===== src/rtl/serial_add_ctrl.sv =====
// Bit-serial adder controller: one full adder (two half adders + OR) stepped
// LSB-first over WIDTH cycles behind a start/busy/done handshake.

module halfadd (
   input  logic a,
   input  logic b,
   output logic s,
   output logic c
);
   assign s = a ^ b;
   assign c = a & b;
endmodule

module serial_add_ctrl #(
   parameter int WIDTH = 8
) (
   input  logic             clk,
   input  logic             rst,
   input  logic             start,
   input  logic [WIDTH-1:0] in1,
   input  logic [WIDTH-1:0] in2,
   input  logic             cin,
   output logic             busy,
   output logic             done,
   output logic [WIDTH-1:0] s,
   output logic             c
);
   localparam int CW = $clog2(WIDTH) + 1;

   typedef enum logic [1:0] {IDLE, RUN, DONE} state_t;

   state_t           state_q, state_d;
   logic [CW-1:0]    cnt_q, cnt_d;
   logic [WIDTH-1:0] a_q, a_d, b_q, b_d, res_q, res_d, s_q, s_d;
   logic             cy_q, cy_d, c_q, c_d;
   logic             s1, c1, sum_bit, c2;

   halfadd u_ha0 (.a(a_q[0]), .b(b_q[0]), .s(s1),      .c(c1));
   halfadd u_ha1 (.a(s1),     .b(cy_q),   .s(sum_bit), .c(c2));

   always_comb begin
      state_d = state_q;
      cnt_d   = cnt_q;
      a_d     = a_q;
      b_d     = b_q;
      cy_d    = cy_q;
      res_d   = res_q;
      s_d     = s_q;
      c_d     = c_q;
      case (state_q)
         IDLE: begin
            if (start) begin
               state_d = RUN;
               a_d     = in1;
               b_d     = in2;
               cy_d    = cin;
               cnt_d   = '0;
               res_d   = '0;
            end
         end
         RUN: begin
            a_d   = a_q >> 1;
            b_d   = b_q >> 1;
            cy_d  = c1 | c2;
            // sum bits enter at the MSB so bit 0 lands in place after WIDTH shifts
            res_d = (res_q >> 1) | (WIDTH'(sum_bit) << (WIDTH - 1));
            cnt_d = cnt_q + CW'(1);
            if (cnt_q == CW'(WIDTH - 1)) begin
               state_d = DONE;
               s_d     = res_d;
               c_d     = c1 | c2;
            end
         end
         DONE:    state_d = IDLE;
         default: state_d = IDLE;
      endcase
   end

   always_ff @(posedge clk or posedge rst) begin
      if (rst) begin
         state_q <= IDLE;
         cnt_q   <= '0;
         a_q     <= '0;
         b_q     <= '0;
         cy_q    <= 1'b0;
         res_q   <= '0;
         s_q     <= '0;
         c_q     <= 1'b0;
      end else begin
         state_q <= state_d;
         cnt_q   <= cnt_d;
         a_q     <= a_d;
         b_q     <= b_d;
         cy_q    <= cy_d;
         res_q   <= res_d;
         s_q     <= s_d;
         c_q     <= c_d;
      end
   end

   assign busy = (state_q == RUN);
   assign done = (state_q == DONE);
   assign s    = s_q;
   assign c    = c_q;
endmodule


===== config.mk =====
export PLATFORM = sky130hd
export DESIGN_NAME = serial_add_ctrl
export DESIGN_NICKNAME = d
export VERILOG_FILES = /design/src/rtl/serial_add_ctrl.sv
export SDC_FILE = /design/constraint.sdc
export NUM_CORES = 1
export LEC_CHECK = 0
export CORE_ASPECT_RATIO = 1.75
export CORE_MARGIN = 10
export CORE_UTILIZATION = 33
export DETAILED_ROUTE_END_ITERATION = 16
export PLACE_DENSITY_LB_ADDON = 0.3
export SYNTH_ARGS = -nofsm -noshare
export SYNTH_HDL_FRONTEND = slang
export SYNTH_SLANG_ARGS = --single-unit

===== constraint.sdc =====
create_clock -name clk -period 4.4 [get_ports clk]
set_input_delay 0.88 -clock clk [delete_from_list [all_inputs] [get_ports clk]]
set_output_delay 0.88 -clock clk [all_outputs]
set_load 0.02 [all_outputs]

# Word level (Yosys, flattened, before mapping)
# Cells that the tools add are included.
[op_classes]
add_sub_neg = 1
multipliers = 0
n_div = 0
n_lt_le_gt_ge = 0
eq_ne = 5
n_shift = 0
mux = 13
bitwise_logic = 6
n_reduce_logical = 5
[ops]
columns = ["op", "count"]
rows = [
  ["8-bit case mux with 2 select lines", 3],
  ["8-bit 2-to-1 mux", 3],
  ["7-bit by 8-bit bitwise OR with 8-bit output", 1],
  ["4-bit case mux with 2 select lines", 1],
  ["2-bit AND reduction", 3],
  ["4-bit by 1-bit adder with 4-bit output (second input constant)", 1],
  ["4-bit by 3-bit equality test with 1-bit output (second input constant)", 1],
  ["2-bit 2-to-1 mux", 2],
  ["4-bit 2-to-1 mux", 1],
  ["2-bit case mux with 2 select lines", 1],
  ["1-bit bitwise AND", 2],
  ["2-bit by 1-bit equality test with 1-bit output (second input constant)", 1],
  ["2-bit equality test (second input constant)", 1],
  ["2-bit zero test", 1],
  ["2-bit by 1-bit != test with 1-bit output (second input constant)", 1],
  ["2-bit != test (second input constant)", 1],
  ["1-bit case mux with 2 select lines", 1],
  ["2-bit nonzero test", 1],
  ["1-bit bitwise XOR", 2],
  ["1-bit 2-to-1 mux", 1],
  ["1-bit bitwise OR", 1],
]
[word_totals]
reg_bits = 40
latchBits = 0
ramBits = 0
mem_bits_ro = 0
word_cells = 38
mem_count = 0

# Depth between registers and ports, before layout
# Gate-level depths: netlist of the first run.
[depth]
word_depth = 4
ltp_mapped = 6
ltp_nobuf = 4

# Hierarchy
# From an unflattened synthesis of the first run, not the netlist that was laid out.
[unflattened]
cells_unflattened = 143
hier_area_um2 = 1675.4
[modules_own_cells]
columns = ["mod", "instances", "cells_per_inst", "area_per_inst_um2", "seq_area_each_um2"]
rows = [
  ["serial_add_ctrl", 1, 141, 1650.3, 975.9],
  ["halfadd", 2, 1, 12.5, 0.0],
]

# Least setup slack after synthesis of the first run
# Ideal clock, no wire load.
[synth_path]
kind = "reg2out"
from = "reg state_q[0]"
to = "out done"
arrival_ps = 1122
setup_slack_ps = 2398
path_stages_with_launch = 5
path_buffers = 3
path_cell_list = "dfrtp_1 buf_6 buf_2 buf_2 nor2b_1"
[synth_between]
elab_chain_cells = 1
[synth_lines]
columns = ["element", "line_no", "rtl"]
rows = [
  ["start, declared", "32", "state_t state_q, state_d;"],
  ["start signal, assigned", "90", "state_q <= state_d;"],
  ["2-bit equality test", "102", "assign done = (state_q == DONE);"],
  ["end, declared", "24", "output logic done,"],
]
# Every way passes these cells.

# Worst setup path in the final report of the first run
[layout_path]
from = "reg state_q[0]"
to = "out busy"
[layout_between]
elab_chain_cells = 1
[layout_lines]
columns = ["element", "line_no", "rtl"]
rows = [
  ["2-bit by 1-bit equality test with 1-bit output", "101", "assign busy = (state_q == RUN);"],
  ["end, declared", "23", "output logic busy,"],
]
# Every way passes these cells.

==> results by group, run 1 <==
Run status
  – Status: complete, no violations

Synth
  – Mapped Avg Cell Area: ~12 µm²
  – Sequential-to-total area share from yosys stat: ~58%
  – Synth Register Bits: 39
  – Post-synth ARST share: 100.0%
  – Synth cell types: 25
  – Post-synth EDFFs: 0
  – Top-area cell type share of the netlist area: ~58%
  – Top FF cell, synth: dfrtp_1
  – Synth area leaders: dfrtp_1 (58%), mux2_2 (6.0%), a22o_1 (5.7%), a22oi_1 (5.3%), o21ai_0 (4.7%)
  – Mapped cell area: 0.001690 mm²
  – Leading area contributor after synthesis: dfrtp_1
  – Syn nets: ~170
  – Ys Warns: 0
  – Post-Syn Instances: between 100 and 150

Timing
  – Max Slew Vio Count: 0
  – Setup Total Neg Slack: 0 ps
  – Hold_ws: about 490 ps
  – Fin worst setup slack: ~1300 ps
  – Final setup fails: 0
  – Slew HR: a little under a third
  – Tmin final: about 3100 ps
  – Final Skew: around 7.2 ps
  – RSZ-0062 raised after global routing: false
  – Number of hold violations in the final report: 0
  – Slew @ Worst Pin: between 1000 and 1500 ps
  – Crit share post-route: between 70% and 80%
  – Fmax: between 300 and 400 MHz

Clock network
  – Setup bufs post-CTS: 0
  – CTS Sinks: 39
  – CTS root buf: clkbuf_8
  – CTS Buf Count: 5
  – Cts hold-fix bufs: 0
  – Clk slew on worst S/H paths: 80 ps
  – H-tree depth: 2
  – Max clock buf depth: 2
  – Post-CTS sizing: 0
  – Skew-Pair Late Insertion Delay: ~290 ps
  – TritonCTS clock tree: yes

Setup path
  – Critical Path AT: 2270 ps
  – Worst R2R Start: state_q[0]
  – Crit-path cells: nand2b_4 -> inv_1 -> clkdlybuf4s50_1
  – FF-to-FF End: cnt_q[3]
  – Crit. path cell count: 3
  – Crit path kind: register to primary output
  – CP Data Required Time: ~3500 ps
  – Crit path capture: busy
  – CP max stage cell: dfrtp_1
  – Worst setup EP type: primary output
  – Crit-path leading delay family: buffers and inverters
  – Reg2Reg Depth: 3
  – Worst Setup SP: state_q[0]
  – R2r setup slk: 2320 ps
  – Crit path buf inv count: 2
  – Worst Setup Start Kind: register
  – Worst path max stage delay: around 860 ps
  – Crit path max fanout: 27

Finish
  – Fillcell total: ~480
  – Layout cells sized above 1: approximately an eighth
  – Area Overhead vs Synth: 27.31%
  – # nets final: 194
  – Commonest cells after routing, fill and taps aside: dfrtp_1 (39), clkdlybuf4s50_1 (30), o21ai_0 (16)
  – Commonest non-fill, non-tap cell in the layout: dfrtp_1
  – Final Util: roughly 43%
  – Diodes inserted: 0

Power
  – Switching Share: 33.77%
  – Pleak: between 0.9 and 1 nW
  – Power share of the sequential group: 42.1%
  – Total power: around 1.5 mW
  – Comb pwr share: about a third
  – Clock group share of total power: 23.0%
  – P_sw: between 0.5 and 0.6 mW
  – PD cells: 701.2 mW/mm²
  – Worst vdd ir: about 0.00036 V
  – Cell Int Power: 0.9994 mW

Floorplan
  – Core ar.: about 0.005 mm²
  – # rows: 34
  – Chip Width: between 70 and 80 µm
  – Die H: approximately 110 µm
  – Total I/O pin count: 31
  – Die ar.: around 0.0085 mm²
  – Starting Density: between 30% and 40%

Placed design
  – DP Worst Slack: between 1500 and 2000 ps
  – GPL Wtd Cong: between 0.7 and 0.8
  – PortBufs: 30
  – Final HPWL DP: about 2600 µm

Routing
  – 1st-iter DRT viols: 25
  – Drc violations: 0
  – WL final: 3533 µm
  – Vias per inst: ~5.4
  – Pre-antenna DRT Iters: 4
  – Antenna Nets Post-Route: 0
  – Vias: approximately 1200
  – Routed WL per cell: 15.56 µm

Global routing
  – GRT Overall Usage: 8.790%
  – Global route total overflow: 0
  – Antenna violations before repair: 0
  – Largest net degree at the start of global routing: 28
  – Vias in the first global route: around 1300
  – First-pass GRT wire length: a little over 6000 µm

Run
  – Maxcap violations: 0

Hold path
  – HP Class: register to register
-- routing by layer --
| layer | track usage [%] | routed length [µm] | vias up |
|---|---|---|---|
| met4 | 3.496 | 43 | 0 |
| met2 | 14.95 | 1897 | 47 |
| li1 | - | - | 572 |
| met5 | 0 | 0 | - |
| met3 | 2.604 | 260 | 6 |
| met1 | 9.791 | 1332 | 591 |
-- cells by family after synthesis --
family	after synthesis	synth area share, %
muxes	10	6.588
DFF	39	57.74
AOI/OAI and AO/OA	49	19.25
adders and majority gates	2	1.924
and+or+nand+nor	31	10.88
buffers and inverters	12	3.627
-- power by group through the flow --
| stage | sequential [mW] | clock, mW | combinational (mW) |
|---|---|---|---|
| 6_report | 0.636 | 0.347 | 0.526 |
| 5_1_grt | 0.662 | 0.370 | 0.588 |
| 4_1_cts | 0.638 | 0.355 | 0.537 |
| 3_5_place_dp | 0.644 | 0 | 0.537 |
| 3_3_place_gp | 0.638 | 0 | 0.517 |
| 2_1_floorplan | 0.626 | 0 | 0.374 |
-- state kept, by name (all words and copies together) (netlist names) --
name,cells
a_q,8
b_q,8
s,8
res_q,7
cnt_q,4
state_q,2
c,1
cy_q,1
-- metrics by stage --
step                      instance area [µm²]  cells
after floorplan                          1690    143
after global placement                   2019    219
after detailed placement                 2019    219
after CTS                                2152    227
after global routing                     2152    227
final                                    2152    227
-- Yosys cell counts (all sizes together), types with 2 or more instances --
| master | n |
|---|---|
| mux2 | 9 |
| nand2b | 2 |
| inv | 2 |
| and3b | 4 |
| nand2 | 14 |
| nor2b | 6 |
| a21oi | 8 |
| dfrtp | 39 |
| clkbuf | 2 |
| o21ai | 16 |
| buf | 8 |
| a22oi | 12 |
| a22o | 11 |
-- worst min-delay path by stage --
stage | from | end | cells past startpoint
floorplan | b_q[4] | b_q[4] | 2
global placement | b_q[4] | b_q[4] | 2
detailed placement | b_q[4] | b_q[4] | 2
CTS | b_q[4] | b_q[4] | 2
global route | a_q[2] | a_q[2] | 2
finish | b_q[4] | b_q[4] | 2
-- tightest hold or removal path, cell delays in order (launching register included) --
cell	delay (ps)
dfrtp_1	350
nand2_1	50
o21ai_0	60
-- area by class of cell --
cell class	instances	area, µm²	share of cell area, %
clock buffer	6	72.57	3.372
inverter	2	7.507	0.3488
sequential	39	975.9	45.35
tap	54	67.56	3.140
multi-input combinational	92	653.1	30.35
clock inverter	2	60.06	2.791
timing repair buffer	32	315.3	14.65
Note: power is estimated with default switching activity, not from simulation.
==> run 2: changes to the inputs <==
Clock period 4.4 ns to 2.92 ns, I/O delays scaled along.
==> results by group, run 2 (synthesis results as in run 1) <==
Power
  – Switching Share: 36.37% (was 33.77%)
  – Comb pwr share: 40.4% (was 34.9%)
  – Pleak: 0.9397 nW (was 0.9533 nW)
  – Cell Int Power: 1.349 mW (was 0.9994 mW)
  – P_sw: 0.7713 mW (was 0.5097 mW)
  – PD cells: 1002 mW/mm² (was 701.2 mW/mm²)
  – Power share of the sequential group: 43.3% (was 42.1%)
  – Clock group share of total power: 16.3% (was 23.0%)
  – Worst vdd ir: 0.0004260 V (was 0.0003610 V)

Timing
  – Fmax: between 400 and 500 MHz
  – Crit share post-route: about four fifths
  – Final Skew: 3.381 ps (was 7.228 ps)
  – Tmin final: 2379 ps
  – Slew @ Worst Pin: 508.6 ps (was 1024 ps)
  – Number of hold violations in the final report: 0 (unchanged)
  – Setup Total Neg Slack: 0 ps (unchanged)
  – Max Slew Vio Count: 0 (unchanged)
  – Slew HR: 65.98% (was 31.68%)
  – RSZ-0062 raised after global routing: false (unchanged)
  – Fin worst setup slack: 540.9 ps (was 1252 ps)
  – Final setup fails: 0 (unchanged)

Setup path
  – Worst Setup Start Kind: register (unchanged)
  – Worst setup EP type: primary output (unchanged)
  – Crit path kind: register to primary output (unchanged)
  – Crit path max fanout: 12 (was 27)
  – Critical Path AT: 1800 ps (was 2270 ps)
  – CP Data Required Time: 2340 ps (was 3520 ps)

Floorplan
  – Starting Density: 33.96% (unchanged)
  – Chip Width: 74.10 µm (unchanged)
  – Core ar.: 0.004977 mm² (unchanged)
  – # rows: 34 (unchanged)
  – Die ar.: 0.008498 mm² (unchanged)
  – Die H: 114.7 µm (unchanged)
  – Total I/O pin count: 31 (unchanged)

Finish
  – Fillcell total: 487 (was 475)
  – Area Overhead vs Synth: 25.17% (was 27.31%)
  – Commonest non-fill, non-tap cell in the layout: dfrtp_1 (unchanged)
  – Non-filler instance count after layout: 229 (was 227)
  – Commonest cells after routing, fill and taps aside: dfrtp_1 (39), clkdlybuf4s50_1 (30), o21ai_0 (16) (unchanged)
  – # nets final: 196 (was 194)
  – Diodes inserted: 0 (unchanged)
  – Layout cells sized above 1: 12.57% (was 12.14%)

Routing
  – Routed WL per cell: 16.20 µm (was 15.56 µm)
  – Antenna Nets Post-Route: 0 (unchanged)
  – 1st-iter DRT viols: 48 (was 25)
  – Vias: 1185 (was 1216)
  – WL final: 3709 µm (was 3533 µm)
  – Drc violations: 0 (unchanged)
  – Pre-antenna DRT Iters: 2 (was 4)
  – Vias per inst: 5.175 (was 5.357)

Clock network
  – Clk slew on worst S/H paths: 70 ps (was 80 ps)
  – CTS Sinks: 39 (unchanged)
  – TritonCTS clock tree: yes (unchanged)
  – Max clock buf depth: 2 (unchanged)
  – H-tree depth: 2 (unchanged)
  – Setup bufs post-CTS: 0 (unchanged)
  – CTS Buf Count: 5 (unchanged)
  – Cts hold-fix bufs: 0 (unchanged)
  – CTS root buf: clkbuf_8 (unchanged)
  – Skew-Pair Late Insertion Delay: 290 ps (about the same)
  – Post-CTS sizing: 0 (unchanged)

Global routing
  – Global route total overflow: 0 (unchanged)
  – Antenna violations before repair: 0 (unchanged)
  – Largest net degree at the start of global routing: 40 (was 28)
  – Vias in the first global route: 1287 (was 1344)
  – First-pass GRT wire length: 6403 µm (was 6134 µm)
  – GRT Overall Usage: 9.553% (was 8.790%)

Placed design
  – GPL Wtd Cong: 0.7711 (was 0.7404)
  – Final HPWL DP: 2782 µm (was 2637 µm)
  – PortBufs: 30 (unchanged)
  – DP Worst Slack: 728.4 ps (was 1543 ps)
  – Placed insts: 221 (was 219)

Run status
  – Status: complete, no violations (unchanged)

Run
  – Maxcap violations: 0 (unchanged)

Hold path
  – HP Class: register to register (unchanged)
## run 2: cell type report
type | count | area [µm²] | area share, %
clock buffers | 7 | 76.32 | 3.607
clock inverters | 1 | 5.005 | 0.2365
inverters | 2 | 7.507 | 0.3548
multi-input cells | 92 | 653.1 | 30.87
flip-flops and latches | 39 | 975.9 | 46.13
well taps | 54 | 67.56 | 3.193
repair buffers | 34 | 330.3 | 15.61
## run 2: power groups by stage
stage,Combinational [mW],Sequential (mW),Clock [mW]
final,0.857,0.918,0.345
after global routing,0.967,0.954,0.386
after floorplan,0.564,0.944,0
after global placement,0.846,0.922,0
after detailed placement,0.874,0.932,0
after CTS,0.878,0.922,0.358
## run 2: worst paths after layout
| check | start | to | slack [ps] | cells past startpoint |
|---|---|---|---|---|
| setup / recovery | state_q[1] | busy | 540 | 3 |
| hold / removal | a_q[6] | a_q[6] | 490 | 2 |
| setup reg to reg | cnt_q[0] | s[5] | 1260 | 4 |
| hold reg to reg | a_q[6] | a_q[6] | 490 | 2 |
| max in group asynchronous | rst | b_q[1] | 1850 | 3 |
| min in group asynchronous | rst | a_q[2] | 730 | 3 |
## run 2: stage by stage
step | utilization (%) | hold WS [ps] | area [µm²] | total power [mW]
floorplan | - | 450.2 | 1690 | 1.507
global placement | 40.87 | 467.8 | 2034 | 1.767
detailed placement | 40.87 | 477.4 | 2034 | 1.806
CTS | 42.51 | 494.4 | 2116 | 2.159
global route | 42.51 | 537.1 | 2116 | 2.307
finish | 42.51 | 491.8 | 2116 | 2.121
## run 2: worst max-delay path, stage by stage, from the launching register on
cell and delay [ps]:
dfrtp_1 380, nand2b_4 170, inv_1 280, clkdlybuf4s50_1 680
## run 2: layer usage
layer  vias up  part of all wire, %  GRT usage [%]
li1        575                    -              -
met1       574                   40          10.68
met2        29                   52          15.58
met3         7                  5.5          3.472
met4         0                  2.2          4.245
met5         -                    0              0
